**src/rtl/tilemap_write_scheduler_pkg.sv**
```systemverilog
// Shared types and constants for the tile-map write scheduler.
package tilemap_write_scheduler_pkg;

  localparam int TILE_ADDR_W        = 5;
  localparam int TILE_DATA_W        = 8;
  localparam int LINE_W             = 9;
  localparam int DEFAULT_V_ACTIVE   = 272;
  localparam int DEFAULT_FIFO_DEPTH = 8;
  localparam int DEFAULT_TILE_COUNT = 32;
  localparam int ENTRY_W            = TILE_ADDR_W + TILE_DATA_W;

  typedef enum logic [1:0] {
    ST_IDLE  = 2'd0,
    ST_DRAIN = 2'd1,
    ST_CLEAR = 2'd2
  } sched_state_t;

  typedef struct packed {
    logic [TILE_ADDR_W-1:0] address;
    logic [TILE_DATA_W-1:0] data;
  } tile_write_t;

  // Builds a buffered write entry from a requester's address and tile code.
  function automatic tile_write_t packWrite(input logic [TILE_ADDR_W-1:0] address,
                                            input logic [TILE_DATA_W-1:0] data);
    tile_write_t entry;
    entry.address = address;
    entry.data    = data;
    return entry;
  endfunction

endpackage

```
**src/rtl/tilemap_write_scheduler_fifo.sv**
```systemverilog
// Show-ahead synchronous FIFO buffering tile writes until vertical blank.
module tile_write_fifo
  import tilemap_write_scheduler_pkg::*;
#(
  parameter int DEPTH = DEFAULT_FIFO_DEPTH,
  parameter int WIDTH = ENTRY_W
) (
  input  logic                    i_clk,
  input  logic                    i_rst,
  input  logic                    i_push,
  input  logic [WIDTH-1:0]        i_data,
  input  logic                    i_pop,
  output logic [WIDTH-1:0]        o_data,
  output logic                    o_full,
  output logic                    o_empty,
  output logic [$clog2(DEPTH):0]  o_count
);

  localparam int AW = $clog2(DEPTH);
  localparam int CW = AW + 1;

  logic [WIDTH-1:0] r_mem [DEPTH];
  logic [AW-1:0]    r_wrPtr;
  logic [AW-1:0]    r_rdPtr;
  logic [CW-1:0]    r_count;
  logic             w_doPush;
  logic             w_doPop;

  assign o_full   = (r_count == CW'(DEPTH));
  assign o_empty  = (r_count == '0);
  assign w_doPush = i_push & ~o_full;
  assign w_doPop  = i_pop & ~o_empty;
  assign o_data   = r_mem[r_rdPtr];
  assign o_count  = r_count;

  // Storage array; contents need no reset because count gates every read.
  always_ff @(posedge i_clk) begin
    if (w_doPush) begin
      r_mem[r_wrPtr] <= i_data;
    end
  end

  // Pointers wrap naturally since the depth is a power of two.
  always_ff @(posedge i_clk or posedge i_rst) begin
    if (i_rst) begin
      r_wrPtr <= '0;
      r_rdPtr <= '0;
      r_count <= '0;
    end else begin
      if (w_doPush) begin
        r_wrPtr <= r_wrPtr + AW'(1);
      end
      if (w_doPop) begin
        r_rdPtr <= r_rdPtr + AW'(1);
      end
      case ({w_doPush, w_doPop})
        2'b10:   r_count <= r_count + CW'(1);
        2'b01:   r_count <= r_count - CW'(1);
        default: r_count <= r_count;
      endcase
    end
  end

endmodule

```
**src/rtl/tilemap_write_scheduler.sv**
```systemverilog
// Buffers tile writes from two requesters and commits them to the tile RAM
// only during vertical blank, with an optional whole-map clear first.
module tilemap_write_scheduler
  import tilemap_write_scheduler_pkg::*;
#(
  parameter int         FIFO_DEPTH = DEFAULT_FIFO_DEPTH,
  parameter int         V_ACTIVE   = DEFAULT_V_ACTIVE,
  parameter int         TILE_COUNT = DEFAULT_TILE_COUNT,
  parameter logic [7:0] CLEAR_TILE = 8'h00
) (
  input  logic                   i_clk,
  input  logic                   i_rst,
  input  logic [LINE_W-1:0]      i_y,
  input  logic                   i_req0_valid,
  input  logic [TILE_ADDR_W-1:0] i_req0_address,
  input  logic [TILE_DATA_W-1:0] i_req0_data,
  output logic                   o_req0_ready,
  input  logic                   i_req1_valid,
  input  logic [TILE_ADDR_W-1:0] i_req1_address,
  input  logic [TILE_DATA_W-1:0] i_req1_data,
  output logic                   o_req1_ready,
  input  logic                   i_clear,
  output logic [TILE_ADDR_W-1:0] o_ram_address,
  output logic [TILE_DATA_W-1:0] o_ram_data,
  output logic                   o_ram_wren,
  output logic                   o_frame_tick,
  output logic                   o_busy
);

  localparam logic [LINE_W-1:0]      BLANK_LINE      = LINE_W'(V_ACTIVE);
  localparam logic [TILE_ADDR_W-1:0] LAST_CLEAR_ADDR = TILE_ADDR_W'(TILE_COUNT - 1);
  localparam int                     CW              = $clog2(FIFO_DEPTH) + 1;

  sched_state_t           r_state;
  logic [TILE_ADDR_W-1:0] r_clearAddr;
  logic                   r_clearPending;
  logic                   r_lastGrant;
  logic                   r_blankQ;
  logic                   r_frameTick;
  logic [TILE_ADDR_W-1:0] r_ramAddress;
  logic [TILE_DATA_W-1:0] r_ramData;
  logic                   r_ramWren;

  logic                   w_blank;
  logic                   w_bothValid;
  logic                   w_ready0;
  logic                   w_ready1;
  logic                   w_push0;
  logic                   w_push1;
  logic                   w_push;
  tile_write_t            w_pushEntry;
  tile_write_t            w_headEntry;
  logic                   w_pop;
  logic                   w_full;
  logic                   w_empty;
  logic [CW-1:0]          w_count;

  assign w_blank = (i_y >= BLANK_LINE);

  // A requester loses only when both want the slot and it was served last.
  assign w_bothValid = i_req0_valid & i_req1_valid;
  assign w_ready0    = ~i_rst & ~w_full & ~(w_bothValid & ~r_lastGrant);
  assign w_ready1    = ~i_rst & ~w_full & ~(w_bothValid & r_lastGrant);
  assign w_push0     = i_req0_valid & w_ready0;
  assign w_push1     = i_req1_valid & w_ready1;
  assign w_push      = w_push0 | w_push1;
  assign w_pushEntry = w_push1 ? packWrite(i_req1_address, i_req1_data)
                               : packWrite(i_req0_address, i_req0_data);

  assign w_pop = (r_state == ST_DRAIN) & w_blank & ~w_empty;

  tile_write_fifo #(
    .DEPTH (FIFO_DEPTH),
    .WIDTH ($bits(tile_write_t))
  ) u_fifo (
    .i_clk   (i_clk),
    .i_rst   (i_rst),
    .i_push  (w_push),
    .i_data  (w_pushEntry),
    .i_pop   (w_pop),
    .o_data  (w_headEntry),
    .o_full  (w_full),
    .o_empty (w_empty),
    .o_count (w_count)
  );

  // Remember who was served so the other requester wins the next tie.
  always_ff @(posedge i_clk or posedge i_rst) begin
    if (i_rst) begin
      r_lastGrant <= 1'b1;
    end else if (w_push0) begin
      r_lastGrant <= 1'b0;
    end else if (w_push1) begin
      r_lastGrant <= 1'b1;
    end
  end

  // Rising edge of blank gives one game-timing tick per frame.
  always_ff @(posedge i_clk or posedge i_rst) begin
    if (i_rst) begin
      r_blankQ    <= 1'b0;
      r_frameTick <= 1'b0;
    end else begin
      r_blankQ    <= w_blank;
      r_frameTick <= w_blank & ~r_blankQ;
    end
  end

  // Commit sequencer: clear first, then drain, and only ever while blanking.
  always_ff @(posedge i_clk or posedge i_rst) begin
    if (i_rst) begin
      r_state        <= ST_IDLE;
      r_clearAddr    <= '0;
      r_clearPending <= 1'b0;
      r_ramAddress   <= '0;
      r_ramData      <= '0;
      r_ramWren      <= 1'b0;
    end else begin
      r_ramWren <= 1'b0;
      if (i_clear && (r_state != ST_CLEAR)) begin
        r_clearPending <= 1'b1;
      end
      unique case (r_state)
        ST_IDLE: begin
          if (w_blank && r_clearPending) begin
            r_state        <= ST_CLEAR;
            r_clearAddr    <= '0;
            r_clearPending <= 1'b0;
          end else if (w_blank && !w_empty) begin
            r_state <= ST_DRAIN;
          end
        end
        ST_CLEAR: begin
          if (w_blank) begin
            r_ramWren    <= 1'b1;
            r_ramAddress <= r_clearAddr;
            r_ramData    <= CLEAR_TILE;
            if (r_clearAddr == LAST_CLEAR_ADDR) begin
              r_state <= w_empty ? ST_IDLE : ST_DRAIN;
            end else begin
              r_clearAddr <= r_clearAddr + TILE_ADDR_W'(1);
            end
          end
        end
        ST_DRAIN: begin
          if (w_pop) begin
            r_ramWren    <= 1'b1;
            r_ramAddress <= w_headEntry.address;
            r_ramData    <= w_headEntry.data;
          end else begin
            r_state <= ST_IDLE;
          end
        end
        default: begin
          r_state <= ST_IDLE;
        end
      endcase
    end
  end

  assign o_req0_ready  = w_ready0;
  assign o_req1_ready  = w_ready1;
  assign o_ram_address = r_ramAddress;
  assign o_ram_data    = r_ramData;
  assign o_ram_wren    = r_ramWren;
  assign o_frame_tick  = r_frameTick;
  assign o_busy        = (w_count != '0) | r_clearPending | (r_state == ST_CLEAR);

endmodule

```
**config.mk**
```make
export PLATFORM = sky130hd
export DESIGN_NAME = tilemap_write_scheduler
export DESIGN_NICKNAME = d
export VERILOG_FILES = /design/src/rtl/tilemap_write_scheduler_pkg.sv /design/src/rtl/tilemap_write_scheduler_fifo.sv /design/src/rtl/tilemap_write_scheduler.sv
export SDC_FILE = /design/constraint.sdc
export NUM_CORES = 1
export LEC_CHECK = 0
export ABC_CLOCK_PERIOD_IN_PS = 2700
export CAP_MARGIN = 10
export CORE_MARGIN = 3
export CORE_UTILIZATION = 50
export DETAILED_ROUTE_END_ITERATION = 8
export PLACE_DENSITY_LB_ADDON = 0.15
export SYNTH_ARGS = -nofsm -noshare
export SYNTH_HDL_FRONTEND = slang
export SYNTH_SLANG_ARGS = --single-unit
```
**constraint.sdc**
```tcl
create_clock -name i_clk -period 2.7 [get_ports i_clk]
set_input_delay 0.54 -clock i_clk [delete_from_list [all_inputs] [get_ports i_clk]]
set_output_delay 0.54 -clock i_clk [all_outputs]
set_load 0.05 [all_outputs]
```
==> metrics.txt <==
# TYPE chip_impl_metric gauge
chip_impl_metric{name="total_power",unit="mW"} 7.72
chip_impl_metric{name="clock-sinks",unit=""} 139
chip_impl_metric{name="ctsResizeCount",unit=""} 0
chip_impl_metric{name="antenna_violations_before_repair",unit=""} 0
chip_impl_info{name="rr_endpoint",value="u_fifo.o_count[3]"} 1
chip_impl_metric{name="grt_pass1_wl",unit="um"} 18100
chip_impl_metric{name="number_of_violations_of_the_max_capacitance_limit",unit=""} 0
chip_impl_info{name="clock_tree_from_tritoncts",value="yes"} 1
chip_impl_metric{name="fmaxAchievable",unit="GHz"} 0.409
chip_impl_metric{name="buffer_depth_of_the_longest_clock_path",unit=""} 2
chip_impl_metric{name="finalClockSkew",unit="ns"} 0.00760
chip_impl_info{name="crit_path_start_kind",value="input port"} 1
chip_impl_metric{name="max_slew_margin",unit="%"} 60.3
chip_impl_metric{name="power.leakage",unit="nW"} 2.73
chip_impl_metric{name="post-cts-setup-buffers",unit=""} 0
chip_impl_metric{name="finalWorstPathRequiredPeriod",unit="ns"} 2.45
chip_impl_metric{name="clkSlewWorstSetupHoldPaths",unit="ns"} 0.06
chip_impl_info{name="synth.most_common_cell",value="edfxtp_1"} 1
chip_impl_metric{name="ios",unit=""} 58
chip_impl_info{name="rsz0062_at_grt",value="false"} 1
chip_impl_info{name="min-delay-path-class",value="reg -> reg"} 1
chip_impl_metric{name="overall_fraction_of_global_route_tracks_in_use",unit="%"} 19.1
chip_impl_metric{name="initial_utilization",unit="%"} 52.7
chip_impl_metric{name="layout_setup_ws",unit="ns"} 0.252
chip_impl_metric{name="die-height",unit="um"} 114
chip_impl_metric{name="floorplan.die.width",unit="um"} 114
chip_impl_metric{name="crit_arrival",unit="ns"} 2.77
chip_impl_metric{name="maxSlewViolCount",unit=""} 0
chip_impl_metric{name="num_vias",unit=""} 3275
chip_impl_metric{name="cts-hold-fix-buffers",unit=""} 0
chip_impl_metric{name="routed_wire_length_per_instance",unit="um"} 18.9
chip_impl_info{name="synth_commonest_cells",value="edfxtp_1 (104), dfrtp_1 (34), nand2_1 (28), mux4_2 (26)"} 1
chip_impl_info{name="synth_top_flop_cell",value="edfxtp_1"} 1
chip_impl_metric{name="vdd.ir_drop.worst",unit="uV"} 855
chip_impl_metric{name="diodes",unit=""} 0
chip_impl_metric{name="met3_length",unit="um"} 545
chip_impl_info{name="ys_top_cells_by_area",value="edfxtp_1 (53%), dfrtp_1 (15%), mux4_2 (10%)"} 1
chip_impl_metric{name="final_core_util",unit="%"} 66.2
chip_impl_metric{name="final.period_utilization",unit="%"} 90.7
chip_impl_metric{name="fp-row-count",unit=""} 38
chip_impl_metric{name="design.final.nets",unit=""} 487
chip_impl_metric{name="wl_met2",unit="um"} 5400
chip_impl_metric{name="place_congestion",unit=""} 0.752
chip_impl_info{name="worst_reg2reg_startpoint",value="u_fifo.o_count[0]"} 1
chip_impl_metric{name="synthToLayoutAreaGrowth",unit="%"} 25.5
chip_impl_metric{name="post_synthesis_instance_total",unit=""} 344
chip_impl_metric{name="drc",unit=""} 0
chip_impl_metric{name="synth.lib_cells_used.distinct",unit=""} 44
chip_impl_metric{name="drtAntennaViolNets",unit=""} 0
chip_impl_metric{name="core_area",unit="mm2"} 0.0111
chip_impl_metric{name="worst-r2r-setup-slack",unit="ns"} 0.32
chip_impl_info{name="synth.largest_area_cell",value="edfxtp_1"} 1
chip_impl_info{name="clock_tree.root_cell",value="clkbuf_16"} 1
chip_impl_metric{name="worst_endpoint_required_time",unit="ns"} 3.03
chip_impl_metric{name="ys_async_sr_fraction",unit="%"} 25.2
chip_impl_metric{name="dp.final_hpwl",unit="um"} 7500
chip_impl_metric{name="setup_total_negative_slack",unit="ns"} 0
chip_impl_metric{name="synth_edf_count",unit=""} 104
chip_impl_metric{name="synth.top_cell.area_share",unit="%"} 53.2
chip_impl_metric{name="grt_pass1_vias",unit=""} 3380
chip_impl_metric{name="postSynthAreaPerCell",unit="um2"} 17.1
chip_impl_info{name="crit_end",value="u_fifo.o_count[3]"} 1
chip_impl_metric{name="portBuffers",unit=""} 53
chip_impl_metric{name="register_area",unit="mm2"} 0.00400
chip_impl_info{name="routed.top_layer",value="met4"} 1
chip_impl_info{name="critical_path.startpoint",value="i_y[5]"} 1
chip_impl_metric{name="first_iter_violations",unit=""} 267
chip_impl_metric{name="crit_fanout",unit=""} 2
chip_impl_metric{name="synth-warning-count",unit=""} 0
chip_impl_metric{name="drtPass1Iterations",unit=""} 4
chip_impl_metric{name="finalSetupViolations",unit=""} 0
chip_impl_metric{name="cts-buffers-inserted",unit=""} 17
chip_impl_metric{name="dieArea",unit="mm2"} 0.0131
chip_impl_metric{name="viasPerCell",unit=""} 5.56
chip_impl_metric{name="clock_latency",unit="ns"} 0.42
chip_impl_metric{name="multi_input_comb_area",unit="mm2"} 0.00174
chip_impl_metric{name="drive_above_1_share",unit="%"} 28.1
chip_impl_metric{name="postSynthRegisterBits",unit=""} 139
chip_impl_metric{name="preCtsSetupSlack",unit="ns"} -0.223
chip_impl_metric{name="met1_length",unit="um"} 5080
chip_impl_metric{name="syn_nets",unit=""} 395
chip_impl_metric{name="layout.filler_cells",unit=""} 792
chip_impl_metric{name="timing_worst_slew_pin_value",unit="ns"} 0.595
chip_impl_info{name="worst_setup_path_end_kind",value="register"} 1
chip_impl_metric{name="p_per_area",unit="mW/mm2"} 1050
chip_impl_metric{name="seq_area_frac_synth",unit="%"} 68.2
chip_impl_metric{name="grt_max_degree",unit=""} 36
chip_impl_metric{name="final_global_route_overflow_total",unit=""} 0
chip_impl_metric{name="wirelength",unit="um"} 11200
chip_impl_metric{name="synthesis.area",unit="mm2"} 0.00587
chip_impl_metric{name="rr_worst_depth",unit=""} 9
chip_impl_info{name="setup.worst_path.class",value="in -> reg"} 1
chip_impl_metric{name="htree_num_levels",unit=""} 4
chip_impl_info{name="status",value="finished clean"} 1
chip_impl_metric{name="final_count_of_hold_timing_violations",unit=""} 0
## critical path, stage by stage
cell	delay, ns
clkdlybuf4s50_1	0.44
o41ai_4	0.39
inv_2	0.07
nand3_2	0.10
inv_2	0.05
ha_1	0.19
ha_1	0.27
a21o_1	0.18
a21oi_1	0.17
mux2i_1	0.23
xnor2_1	0.15
## report_power, final
part           switching, mW  internal, mW  leakage (nW)
clock                  0.865          1.17         0.248
combinational           1.45          1.24          1.10
sequential             0.254          2.74          1.38
## state kept, by name (all words and copies together), names as in the netlist, 2 cells and up
name / flops
u_fifo.r_wrPtr: 3
u_fifo.o_count: 4
o_ram_data: 8
o_ram_address: 5
r_clearAddr: 5
u_fifo.r_mem: 104
r_state: 2
u_fifo.r_rdPtr: 3
## through the flow
step | cell area [um2] | cells | hold slack [ns]
after floorplan | 5870 | 344 | 0.378
after global placement | 6830 | 557 | 0.383
after detailed placement | 6830 | 557 | 0.387
after CTS | 7360 | 589 | 0.397
after global routing | 7360 | 589 | 0.413
final | 7360 | 589 | 0.395
## cell type report
type | count | share of cell area [%]
Tap cell | 140 | 2.38
Multi-Input combinational cell | 175 | 23.6
Timing Repair Buffer | 89 | 11.8
Sequential cell | 139 | 54.3
Inverter | 14 | 0.714
Clock inverter | 14 | 1.36
Clock buffer | 18 | 5.83
## how the worst min path moves through the flow
stage          startpoint            to  cells past startpoint
4_1_cts          r_blankQ  o_frame_tick                      1
3_5_place_dp     r_blankQ  o_frame_tick                      1
2_1_floorplan    r_blankQ  o_frame_tick                      1
3_3_place_gp     r_blankQ  o_frame_tick                      1
5_1_grt          r_blankQ  o_frame_tick                      1
6_report         r_blankQ  o_frame_tick                      1
## cell usage in the layout (no fill, tap or decap), drive strengths merged, types with 3 or more instances in the layout
master,instances
a21o,4
a31oi,3
o21ai,14
nand2,28
clkinv,8
buf,39
clkinvlp,4
a211oi,6
mux4,26
nor3b,4
mux2i,16
edfxtp,104
mux2,16
clkdlybuf4s50,50
ha,10
a21oi,5
xnor2,5
inv,16
clkbuf,18
nor3,3
dfrtp,34
nand3,5
nor2,12
## cell families after synthesis
kind of cell | synth area share [%]
DFF | 68.2
muxes | 15.8
and+or+nand+nor | 4.54
AOI/OAI and AO/OA | 5.35
buffers and inverters | 2.60
adders and majority gates | 2.47
xor gates and xnor gates | 1.05
## routing by layer
metal  up-vias  global-route usage, %
li1       1522                      -
met1      1659                   26.0
met2        84                   29.0
met3        10                   6.18
met4         0                   6.97
met5         -                      0
Note: power is estimated with default switching activity, not from simulation.
